File: src/rtl/button_pulser.sv
// Push-button front end: per channel 2-flop synchronizer, counter debounce and
// a registered single-cycle pulse on every accepted press (debounced 0->1).
module button_pulser #(
  parameter int N_BTN           = 5,
  parameter int DEBOUNCE_CYCLES = 1000,
  parameter int CNT_W           = 10
) (
  input  logic             clk,
  input  logic             reset_n,
  input  logic [N_BTN-1:0] btn_raw,
  output logic [N_BTN-1:0] pulse,
  output logic [N_BTN-1:0] btn_level
);

  localparam logic [CNT_W-1:0] CNT_LAST = CNT_W'(DEBOUNCE_CYCLES - 1);

  logic [N_BTN-1:0] s1;
  logic [N_BTN-1:0] s2;
  logic [CNT_W-1:0] cnt     [N_BTN];
  logic [CNT_W-1:0] cnt_nxt [N_BTN];
  logic [N_BTN-1:0] level_nxt;
  logic [N_BTN-1:0] rise_nxt;

  always_ff @(posedge clk or negedge reset_n) begin
    if (!reset_n) begin
      s1 <= '0;
      s2 <= '0;
    end else begin
      s1 <= btn_raw;
      s2 <= s1;
    end
  end

  // The count only runs while the synchronized level disagrees with the
  // accepted level; any agreement restarts it, which is the glitch filter.
  always_comb begin
    level_nxt = btn_level;
    rise_nxt  = '0;
    for (int i = 0; i < N_BTN; i++) begin
      cnt_nxt[i] = '0;
      if (s2[i] == btn_level[i]) begin
        cnt_nxt[i] = '0;
      end else if (cnt[i] == CNT_LAST) begin
        level_nxt[i] = s2[i];
        rise_nxt[i]  = s2[i];
      end else begin
        cnt_nxt[i] = cnt[i] + CNT_W'(1);
      end
    end
  end

  always_ff @(posedge clk or negedge reset_n) begin
    if (!reset_n) begin
      for (int i = 0; i < N_BTN; i++) begin
        cnt[i] <= '0;
      end
      btn_level <= '0;
      pulse     <= '0;
    end else begin
      for (int i = 0; i < N_BTN; i++) begin
        cnt[i] <= cnt_nxt[i];
      end
      btn_level <= level_nxt;
      pulse     <= rise_nxt;
    end
  end

endmodule
File: config.mk
export PLATFORM = sky130hd
export DESIGN_NAME = button_pulser
export DESIGN_NICKNAME = d
export VERILOG_FILES = /design/src/rtl/button_pulser.sv
export SDC_FILE = /design/constraint.sdc
export NUM_CORES = 1
export LEC_CHECK = 0
export ABC_AREA = 1
export BUFFER_PORTS_ARGS = -buffer_cell sky130_fd_sc_hd__buf_4
export CORE_UTILIZATION = 23
export CTS_CLUSTER_SIZE = 30
export DETAILED_ROUTE_END_ITERATION = 10
export PLACE_DENSITY = 0.43
export SLEW_MARGIN = 20
export SYNTH_ARGS = -nofsm -noshare
export SYNTH_HDL_FRONTEND = slang
export SYNTH_SLANG_ARGS = --single-unit
File: constraint.sdc
create_clock -name clk -period 1.3 [get_ports clk]
set_input_delay 0.195 -clock clk [delete_from_list [all_inputs] [get_ports clk]]
set_output_delay 0.195 -clock clk [all_outputs]
set_load 0.01 [all_outputs]
Word-level counts from Yosys, hierarchy flattened
Cells that the tools add are included.
- reductions and logical operators: 5
- eq/ne operators: 10
- bitwise operators: 5
- mux-type cells: 20
- add/subtract/negate cells: 5
- operator list (kind ; number):
    10-bit 2-to-1 mux ; 10
    10-bit by 1-bit adder with 10-bit output, second input constant ; 5
    10-bit equality test, second input constant ; 5
    1-bit 2-to-1 mux ; 10
    2-bit AND reduction ; 5
    1-bit equality test ; 5
    1-bit inverter ; 5
- bits in registers: 70
- word-level logic and storage cells: 58
- bits of input ports: 7
- output and inout bits: 10

Longest topological paths before layout
- word-level depth: 3
- mapped depth: 6
- depth with buffers taken out: 6

Least setup slack after synthesis
Ideal clock, no wire load.
- path type: reg-to-reg
- start: register cnt[0] (netlist name)
- end: register cnt[5] (netlist name)
- library setup time: 0.080 ns
- cell stages (with the launch flop): 7
- required time: 1.220 ns
- period minus slack after synthesis: 1.171 ns
- arrival: 1.090 ns
- path slack: 0.129 ns
- buffers on the path: 0
- cell sequence: dfrtp_1 ha_1 nand2_1 inv_1 nand3_2 nand2_2 nor3_2
- RTL lines (what ; line ; text):
    start: declaration ; 19 ; logic [CNT_W-1:0] cnt [N_BTN];
    start signal: indexed assignment ; 61 ; cnt[i] <= cnt_nxt[i];

==> out/metrics.yaml <==
global_routing:
  overflow: 0
  grt_max_degree: 71
  grt_pass1_wl_microns: 10500
  grt_pass1_vias: 2289
  track_usage: 0.0931
  antenna_found_initial: 0
die:
  pin_count: 17
  die_area_sq_mm: 0.0144
  die_w_microns: 120
  dieHeight_microns: 120
  rows: 42
  initial_utilization: 0.239
  coreArea_sq_mm: 0.0135
critical_path:
  critPathMaxStageDelay_ns: 0.37
  required_ns: 1.51
  crit_path_start_kind: "flop"
  path_buf_inv: 1
  cp.arrival_ns: 1.44
  regToRegEndpoint: "cnt[26]"
  path_max_fanout: 6
  r2r-start: "cnt[20]"
  crit_chain: "ha_1 > nand2_1 > inv_2 > nand3_2 > nand2_2 > nor2_1"
  ff2ff_setup_slack_ns: 0.08
  path_class: "flop to flop"
  crit_family: "simple AND/OR/NAND/NOR gates"
  ff2ff_path_depth: 6
  cp-end-kind: "flop"
  crit_slowest_cell: "dfrtp_1"
synthesis:
  syn_nets: 358
  ys_ff_latch: 70
  ys_seq_area_frac: 0.545
  netlist.area_leader.share: 0.545
  syn_area_per_cell_sq_um: 9.29
  synth_cell_types: 22
  synth_area_sq_mm: 0.00321
  synth_cells: 346
  yosys-top-cells-area: "dfrtp_1 55%, nor2_1 8.1%, nand2_1 5.7%"
  synth_warnings: 0
  synth_largest_area_cell: "dfrtp_1"
final_layout:
  fillers: 1455
  diodes: 0
  syn_to_final_growth_pct: 25.3
  final_nets: 399
  fin_area_sq_mm: 0.00403
  postLayoutCoreUtil: 0.299
  drive_gt1_frac: 0.210
  seq_area_sq_mm: 0.00175
  multiInputGateArea_sq_mm: 0.00136
power:
  power.density_mw_per_mm2: 1210
  peakVddDrop_mv: 0.605
  p_seq_frac: 0.464
  total_power_mw: 4.89
  leakage_nw: 1.80
  clkPwrFrac: 0.492
  p_switching_mw: 1.04
  p_int_mw: 3.84
  switching_share: 0.214
  power_frac_comb: 0.044
timing:
  setup_viol: 0
  max_freq_mhz: 819
  holdWs_ns: 0.345
  worst_slew_pin_slew_ns: 0.385
  slew_headroom: 0.743
  drv_slew: 0
  fin_skew_ns: 0.00721
  hold_viol_final: 0
  rsz0062_at_grt: "true"
  worst_slack_ns: 0.0789
  post-route-period-util: 0.939
  fin_crit_ns: 1.22
routing:
  ant_nets: 0
  drc: 0
  avgViaCountPerCell: 4.02
  wirelength_microns: 5860
  wl_per_cell_microns: 10.3
  drt_pass1_iterations: 4
  routed-via-count: 2282
  drt_iter0_drc: 80
hold_path:
  whs_path_depth: 0
  min_from: "s1[4]"
  holdPathEnd: "s2[4]"
  worstHoldPathType: "flop to flop"
place:
  io_buffers: 16
  dp_hpwl_microns: 4000
  place_area_sq_mm: 0.00360
  place_ws_ns: -0.00377
  place_congestion: 0.792
clocking:
  tritoncts: "done"
  clock_sinks: 70
  clkTransAtPathRegs_ns: 0.06
  clk_root_buffer_cell: "clkbuf_16"
  clk_path_buf_depth: 2
  clk_latency_ns: 0.33
  htree_levels: 3
  numCtsBuffers: 9
flow_run:
  cap_violations: 0
outcome:
  status: "finished clean"
-- cell usage after synthesis (all sizes together) --
| cell type | n |
|---|---|
| nor2 | 76 |
| dfrtp | 70 |
| nand2 | 57 |
| inv | 41 |
| nand3 | 36 |
| xor2 | 18 |
| nor3 | 16 |
| a21oi | 12 |
| ha | 5 |
| o21ai | 5 |
| nand4 | 4 |
| xnor2 | 3 |
| a31oi | 2 |
| a21o | 1 |
-- layout by cell type (no fill, tap or decap), types with 2 or more instances in the layout --
| cell type | count |
|---|---|
| nand3_4 | 2 |
| a21oi_1 | 9 |
| clkbuf_16 | 9 |
| dfrtp_1 | 70 |
| nand2_2 | 6 |
| inv_1 | 37 |
| ha_2 | 2 |
| o21ai_1 | 2 |
| buf_4 | 23 |
| a21oi_2 | 3 |
| nor2_1 | 68 |
| xor2_1 | 13 |
| nand2_4 | 3 |
| nand4_1 | 4 |
| xor2_2 | 5 |
| nand3_2 | 6 |
| nor2_4 | 6 |
| nand2_1 | 48 |
| dlygate4sd3_1 | 6 |
| nor3_2 | 5 |
| ha_1 | 3 |
| o21ai_0 | 3 |
| nor3_1 | 11 |
| nand3_1 | 28 |
| clkinv_2 | 2 |
| inv_2 | 4 |
| xnor2_1 | 3 |
| a31oi_1 | 2 |
| nor2_2 | 2 |
-- metal layers --
layer	wire, microns	GRT usage
met1	3040	0.123
met2	2560	0.137
met3	178	0.0259
met4	91	0.0508
met5	0	0
-- repair_timing --
item,in CTS,in global routing
setup buffers,0,3
gates resized for setup,3,12
cloned,0,0
endpoints found under the setup margin,7,33
hold buffers,6,0
pin swaps,3,4
endpoints found under the hold margin,75,0
-- power groups by stage --
stage / clock [mW] / combinational [mW] / sequential (mW)
after CTS: 2.51 / 0.211 / 2.27
after global routing: 2.60 / 0.254 / 2.27
after global placement: 0 / 0.190 / 2.31
after detailed placement: 0 / 0.194 / 2.31
after floorplan: 0 / 0.0979 / 2.30
final: 2.40 / 0.214 / 2.27
-- worst max path at each step --
stage            start      end  slack (ns)  depth (start not counted)
6_report       cnt[20]  cnt[26]        0.08                          6
3_5_place_dp   cnt[20]  cnt[25]      -0.004                          6
4_1_cts         cnt[0]   cnt[5]        0.01                          6
2_1_floorplan   cnt[0]   cnt[5]        0.13                          6
5_1_grt        cnt[20]  cnt[25]       -0.01                          6
3_3_place_gp   cnt[30]  cnt[36]        0.03                          6
-- kinds of logic (layout without fill, tap and decap cells) --
logic type / count (synthesis) / in the layout / synth area share
XOR/XNOR: 21 / 21 / 0.0689
flip-flops: 70 / 70 / 0.545
buffers and inverters: 41 / 86 / 0.0479
AND/OR/NAND/NOR: 189 / 189 / 0.282
adder cells (fa/ha/maj): 5 / 5 / 0.0195
AO/OA/AOI/OAI: 20 / 20 / 0.0362
-- sequential cells by signal (all words and copies together), names as in the netlist --
register	cells
btn_level	5
cnt	50
pulse	5
s1	5
s2	5
-- layout make-up --
| type | instances | area share |
|---|---|---|
| Tap cell | 176 | 0.0547 |
| Clock inverter | 4 | 0.0118 |
| Timing Repair Buffer | 30 | 0.0628 |
| Multi-Input combinational cell | 235 | 0.337 |
| Inverter | 41 | 0.0382 |
| Sequential cell | 70 | 0.435 |
| Clock buffer | 11 | 0.0603 |
-- through the flow --
stage	TNS [ns]	std cells
CTS	0	564
detailed placement	-0.00377	543
finish	0	567
global route	-0.0788	567
global placement	0	543
floorplan	0	346
(Power assumes the default switching activity.)
